## config.mk

```make
export PLATFORM = sky130hd
export DESIGN_NAME = pio_access_arbiter
export DESIGN_NICKNAME = d
export VERILOG_FILES = /design/src/rtl/pio_access_arbiter.sv
export SDC_FILE = /design/constraint.sdc
export NUM_CORES = 1
export LEC_CHECK = 0
export ABC_AREA = 1
export ABC_CLOCK_PERIOD_IN_PS = 3500
export CORE_UTILIZATION = 34
export DETAILED_ROUTE_END_ITERATION = 8
export PLACE_DENSITY = 0.75
export RECOVER_POWER = 100
export SETUP_SLACK_MARGIN = 0.4
export SLEW_MARGIN = 20
export SYNTH_ARGS = -nofsm -noshare
export SYNTH_HDL_FRONTEND = slang
export SYNTH_SLANG_ARGS = --single-unit
export TNS_END_PERCENT = 20
```

## constraint.sdc

```tcl
create_clock -name clk -period 3.5 [get_ports clk]
set_clock_uncertainty 0.15 [all_clocks]
set_input_delay 0.7 -clock clk [delete_from_list [all_inputs] [get_ports clk]]
set_output_delay 0.7 -clock clk [all_outputs]
set_load 0.005 [all_outputs]
```

## src/rtl/pio_access_arbiter.sv

```systemverilog
// Two-requester arbiter/sequencer in front of a 16-bit Avalon-MM PIO slave.
// Round-robin by default; define PIO_ARB_FIXED_PRIO_EN for fixed priority to requester 0.
module pio_access_arbiter #(
    parameter int DATA_W = 16,
    parameter int ADDR_W = 3
) (
    input  logic              clk,
    input  logic              reset_n,
    input  logic              req0,
    input  logic [1:0]        op0,
    input  logic [DATA_W-1:0] wdata0,
    output logic              done0,
    input  logic              req1,
    input  logic [1:0]        op1,
    input  logic [DATA_W-1:0] wdata1,
    output logic              done1,
    output logic [DATA_W-1:0] rdata,
    output logic              busy,
    output logic [ADDR_W-1:0] pio_address,
    output logic              pio_chipselect,
    output logic              pio_write_n,
    output logic [31:0]       pio_writedata,
    input  logic [31:0]       pio_readdata
);

    // Handshake: a requester holds req/op/wdata stable until its one-cycle done pulse
    // and drops req in the following cycle; a req still high at the next IDLE sample
    // is a new request. The losing requester simply keeps req high and is served next.

    typedef enum logic [1:0] {
        IDLE  = 2'd0,
        ISSUE = 2'd1,
        DONE  = 2'd2
    } state_t;

    localparam logic [1:0] OP_SET   = 2'b01;
    localparam logic [1:0] OP_CLEAR = 2'b10;
    localparam logic [1:0] OP_READ  = 2'b11;

    state_t              state;
    state_t              state_nxt;
    logic                grant_valid;
    logic                grant_id;
    logic                grant_q;
    logic                is_read_q;
    logic [1:0]          sel_op;
    logic [DATA_W-1:0]   sel_wdata;
    logic [ADDR_W-1:0]   sel_addr;
    logic [DATA_W-1:0]   wdata_q;
    logic                unused_readdata;

    assign unused_readdata = &{1'b0, pio_readdata[31:DATA_W]};

`ifdef PIO_ARB_FIXED_PRIO_EN
    always_comb begin
        grant_valid = req0 | req1;
        grant_id    = ~req0;
    end
`else
    logic last_grant;

    // last_grant resets to 1 so requester 0 wins the first tie.
    always_comb begin
        grant_valid = req0 | req1;
        grant_id    = (req0 && req1) ? ~last_grant : ~req0;
    end

    always_ff @(posedge clk or negedge reset_n) begin
        if (!reset_n) begin
            last_grant <= 1'b1;
        end else if (state == IDLE && grant_valid) begin
            last_grant <= grant_id;
        end
    end
`endif

    always_comb begin
        sel_op    = grant_id ? op1 : op0;
        sel_wdata = grant_id ? wdata1 : wdata0;
        case (sel_op)
            OP_SET:   sel_addr = ADDR_W'(4);
            OP_CLEAR: sel_addr = ADDR_W'(5);
            default:  sel_addr = '0;
        endcase
    end

    always_ff @(posedge clk or negedge reset_n) begin
        if (!reset_n) begin
            state <= IDLE;
        end else begin
            state <= state_nxt;
        end
    end

    always_comb begin
        state_nxt = state;
        case (state)
            IDLE:    if (grant_valid) state_nxt = ISSUE;
            ISSUE:   state_nxt = DONE;
            DONE:    state_nxt = IDLE;
            default: state_nxt = IDLE;
        endcase
    end

    // Address and writedata are latched at grant so they hold while idle.
    always_ff @(posedge clk or negedge reset_n) begin
        if (!reset_n) begin
            grant_q     <= 1'b0;
            is_read_q   <= 1'b0;
            pio_address <= '0;
            wdata_q     <= '0;
            rdata       <= '0;
        end else begin
            if (state == IDLE && grant_valid) begin
                grant_q     <= grant_id;
                is_read_q   <= (sel_op == OP_READ);
                pio_address <= sel_addr;
                wdata_q     <= sel_wdata;
            end
            if (state == ISSUE && is_read_q) begin
                rdata <= pio_readdata[DATA_W-1:0];
            end
        end
    end

    // Bus strobes decode straight from state so a reset drops them immediately.
    assign pio_chipselect = (state == ISSUE);
    assign pio_write_n    = !((state == ISSUE) && !is_read_q);
    assign pio_writedata  = {{(32-DATA_W){1'b0}}, wdata_q};
    assign done0          = (state == DONE) && !grant_q;
    assign done1          = (state == DONE) && grant_q;
    assign busy           = (state != IDLE);

endmodule

```

# Yosys cells after proc, flatten, opt, wreduce, memory -nomap -nowiden
# Cells that the tools add are included.
classes:
  eq_ne: 6
  n_mux: 6
  n_bitwise: 3
  reduce_logical: 11
op_table:
  columns: ["operator", "count"]
  rows:
  - ["$mux W16", 1]
  - ["$eq A2 B2 Y1 const B", 3]
  - ["$logic_and A1 B1 Y1", 6]
  - ["$pmux W3 S2", 1]
  - ["$eq A2 B1 Y1 const B", 2]
  - ["$mux W2", 2]
  - ["$pmux W2 S2", 1]
  - ["$logic_not A1 Y1", 3]
  - ["$logic_not A2 Y1", 1]
  - ["$ne A2 B2 Y1 const B", 1]
  - ["$not A1 Y1", 2]
  - ["$reduce_bool A2 Y1", 1]
  - ["$mux W1", 1]
  - ["$or A1 B1 Y1", 1]
word_totals:
  ff_bits: 40
  inputBits: 72
  out_inout_bits: 56

# Longest topological paths before layout
logic_depth:
  depth_word: 5
  ltp_mapped: 10
  ltp_nobuf: 9

# Least setup slack after synthesis
# OpenSTA, ideal clock, no wires.
synth_timing:
  path_type: "input to register"
  from: "input port req0"
  to: "register pio_address[2]"
  setup_ns: 0.116
  t_arrival_ns: 1.567
  required_ns: 3.234
  path_slack_ns: 1.667
  cell_stages: 8
  path_buffers: 2
  path_cell_list: "buf_4 -> nand2_1 -> buf_4 -> nand2_1 -> o21ai_2 -> ha_1 -> nand2_1 -> nand2_1"
synth_between:
  elab_chain_cells: 5
  elab_cells_between_ends: 9
  classes_between: "eq/ne (2); mux (3); bitwise (2); reduce/logical (2)"
synth_rtl:
  columns: ["item", "line", "text"]
  rows:
  - ["start: declaration", "9", "input logic req0,"]
  - ["$logic_and A1 B1 Y1 / $not A1 Y1 (equally long branches)", "65", "grant_id = (req0 && req1) ? ~last_grant : ~req0;"]
  - ["$mux W1 *", "65", null]
  - ["$mux W2 *", "78", "sel_op = grant_id ? op1 : op0;"]
  - ["$eq A2 B2 Y1 / $eq A2 B1 Y1 (equally long branches)", "80", "case (sel_op)"]
  - ["$pmux W3 S2 *", "80", null]
  - ["net sel_addr[2]", "48", "logic [ADDR_W-1:0] sel_addr;"]
  - ["end signal: assignment", "117", "pio_address <= sel_addr;"]
  - ["end: declaration", "19", "output logic [ADDR_W-1:0] pio_address,"]
# Mark *: on every way through the listed nets, which the timed path passes. The rest lies on a longest branch.
# A chain may end at the register's enable or synchronous reset.

# Final worst setup path
layout_timing:
  from: "register state[0]"
  to: "output port pio_chipselect"
layout_between:
  elab_chain_cells: 1
layout_rtl:
  columns: ["item", "line", "text"]
  rows:
  - ["start: declaration", "40", "state_t state;"]
  - ["start signal: assignment", "91", "state <= state_nxt;"]
  - ["$eq A2 B1 Y1", "127", "assign pio_chipselect = (state == ISSUE);"]
  - ["end: declaration", "20", "output logic pio_chipselect,"]
# No other way between the ends.

==> impl_results.md <==
- Setup Crit Path Kind: flop to output port
- Hold Crit Class: flop to flop
- Post-Layout Cell Count: 434
- Fill cells: approximately 600
- Int Power: between 1 and 1.5 mW
- Cell count after placement: 426
- Clk slew on worst S/H paths: 0.08 ns
- DRC Markers: 0
- Antenna-violating nets left: 0
- Critical Path Sink Type: output port
- CTS Buffer Depth: 2
- I/O Buffers: 94
- #FFs+latches synth: 39
- Worst-Margin Slew: 2.15 ns
- Chip Height: 80.3 microns
- Slew Viols, Final: 40
- Clock share of power: 14.2%
- Comb pwr share: between 40 and 50%
- Routed wire length: 4750 microns
- Min Clock Period, post-route: approximately 3 ns
- GRT Resource Usage Total: between 15 and 20%
- RSZ-0062 raised after global routing: false
- Critical path launch point type: flop
- Met1 GRT Util: 17.8%
- Static Leak: about 1.6 nW
- MaxCap Viol Count: 1
- Share of cells above drive strength 1: 4.74%
- Largest net degree at the start of global routing: 40
- CTS tree: yes
- Vias/cell: 4.37
- CP arrival: ~2.1 ns
- Fmax: around 340 MHz
- Initial DRC Count: 29
- Num CTS Buffers: 5
- Yosys warning total: 0
- Global routing usage on met3: 4.55%
- Sequential area share after synthesis: between 40% and 50%
- Setup TNS: 0 ns
- Number of global-route vias before repair: around 1.8k
- Status: complete, but fails checks
- Sequential power share: 39.3%
- Netlist cell types: 21
- Area growth syn-to-layout: 45.7%
- Max IR drop VDD: 238 uV
- Gp weighted congestion: 0.703
- Failing checks: capacitance limit, slew limit
- Mean Syn Cell Area: 7.84 sq um
- Final Hold Viols: 0
- Global routing's busiest layer: met2
- Rel. slew slack: -43.6%
- Initial antenna violation count: 0
- Core Rows: 28
- Core area: approximately 5900 sq um
- Die area: 6450 sq um
- Post CTS Setup Buffer Count: 0
- Post-CTS sizing: 0
- Starting Density: between 30% and 40%
- Footprint of the multi-input gates: ~770 sq um
- Net Sw Power: 0.738 mW
- # diodes: 0
- First-pass GRT wire length: 7900 microns
- Worst-path fanout max: 15
- H-tree Lvls: 2
- Synth Cell Area: 2080 sq um
- First-pass DRT Iterations: 3
- Req. time, crit path: 2.65 ns
- HPWL Detailed: 3550 microns
- Final setup violation count: 0
- Clock Latency Late Sink: 0.28 ns
- Die boundary width: ~80 microns
- Cell Pwr Density: 671 nW/um^2
- Storage cell area: between 900 and 1000 sq um
- Total grt overflow: 0
- Hold-fix buffers, CTS: 0
- Met2 global-route usage: between 20 and 30%
- Final Cycle Share: 83.5%
- Clk sink count: 39
- Nets: 432
- Cells after Synth: 266
- Boundary Pins: 128
- Sw Share: 36.2%
- Cell chosen for the clock root: clkbuf_8
- Wire length per cell: 11.0 microns
- Via count: between 1.5k and 2k
==> flip-flops by register name, indices dropped and copies added (netlist names) <==
signal / cells
is_read_q: 1
rdata: 16
state: 2
pio_address: 2
wdata_q: 16
last_grant: 1
grant_q: 1
==> path summary, 6_finish.rpt <==
check,slack (ns),start,end,depth (start not counted)
min in group asynchronous,0.90,reset_n,rdata[0],1
setup / recovery,0.58,state[0],pio_chipselect,4
hold reg to reg,0.32,rdata[9],rdata[9],2
hold / removal,0.32,rdata[9],rdata[9],2
max in group asynchronous,1.08,reset_n,is_read_q,1
setup reg to reg,1.33,state[0],wdata_q[10],6
==> power groups by stage <==
stage	sequential [mW]	combinational [mW]	clock, mW
floorplan	0.813	0.509	0
global placement	0.818	1.04	0
detailed placement	0.821	1.07	0
CTS	0.817	1.07	0.303
global route	0.830	1.07	0.323
finish	0.801	0.949	0.289
==> cells in the mapped netlist <==
cell	n	area share, %
nand2_2	1	0.30
dfstp_2	1	1.3
buf_4	21	7.6
inv_2	2	0.36
ha_1	2	1.2
o21ai_2	1	0.42
nor2_4	2	1.1
inv_1	37	6.7
conb_1	1	0.18
nor2_8	1	0.96
o21ai_1	1	0.24
dfrtp_1	38	46
buf_2	4	0.96
nor2_1	1	0.18
nand3_1	49	12
nand2_4	2	1.1
inv_4	1	0.30
nand2_1	93	17
buf_6	4	2.2
o21ai_0	2	0.48
nor3_1	2	0.48
==> placed cells by master (no fill, tap or decap) <==
cell type	n
buf_4	2
clkbuf_1	3
clkbuf_8	5
clkdlybuf4s50_1	53
clkinv_2	3
clkinvlp_2	1
conb_1	17
dfrtp_1	38
dfstp_2	1
dlygate4sd3_1	40
ha_1	2
inv_1	38
inv_2	1
nand2_1	94
nand2_2	1
nand2_4	1
nand3_1	49
nor2_1	2
nor2_4	1
nor2_8	1
nor3_1	2
o21ai_0	4
==> cells by family after synthesis <==
kind of cell    synth area share (%)
fa+ha+maj                       1.20
flops                           46.9
buf+inv                         18.0
other cells                    0.180
compound gates                  1.14
simple gates                    32.6
==> per-layer routing <==
layer  vias to the layer above  wire, microns
met2                        72           2310
met1                       865           2050
li1                        956              -
met4                         0             38
met5                         -              0
met3                         5            359
==> per-stage QoR <==
step / setup WS [ns] / util, % / power, mW / instance area [sq um] / hold WS (ns)
floorplan: 1.67 / - / 1.32 / 2140 / 0.254
global placement: 0.984 / 50.4 / 1.86 / 2980 / 0.304
detailed placement: 0.975 / 50.4 / 1.89 / 2980 / 0.309
CTS: 0.828 / 51.8 / 2.19 / 3070 / 0.328
global route: 0.418 / 51.3 / 2.23 / 3040 / 0.336
finish: 0.578 / 51.3 / 2.04 / 3040 / 0.319
==> final cells by class <==
| type | instances | area share, % |
|---|---|---|
| Clock buffer | 5 | 2.27 |
| Sequential cell | 39 | 32.2 |
| Inverter | 40 | 4.99 |
| Timing Repair Buffer | 98 | 31.5 |
| Tap cell | 75 | 3.09 |
| Multi-Input combinational cell | 174 | 25.5 |
| Clock inverter | 3 | 0.494 |
==> critical path: stages, from the launching register on <==
cell           delay [ns]
dfrtp_1              0.37
inv_1                0.11
nor2_4               0.15
clkbuf_1             0.51
dlygate4sd3_1        0.65
Note: power is estimated with default switching activity, not from simulation.
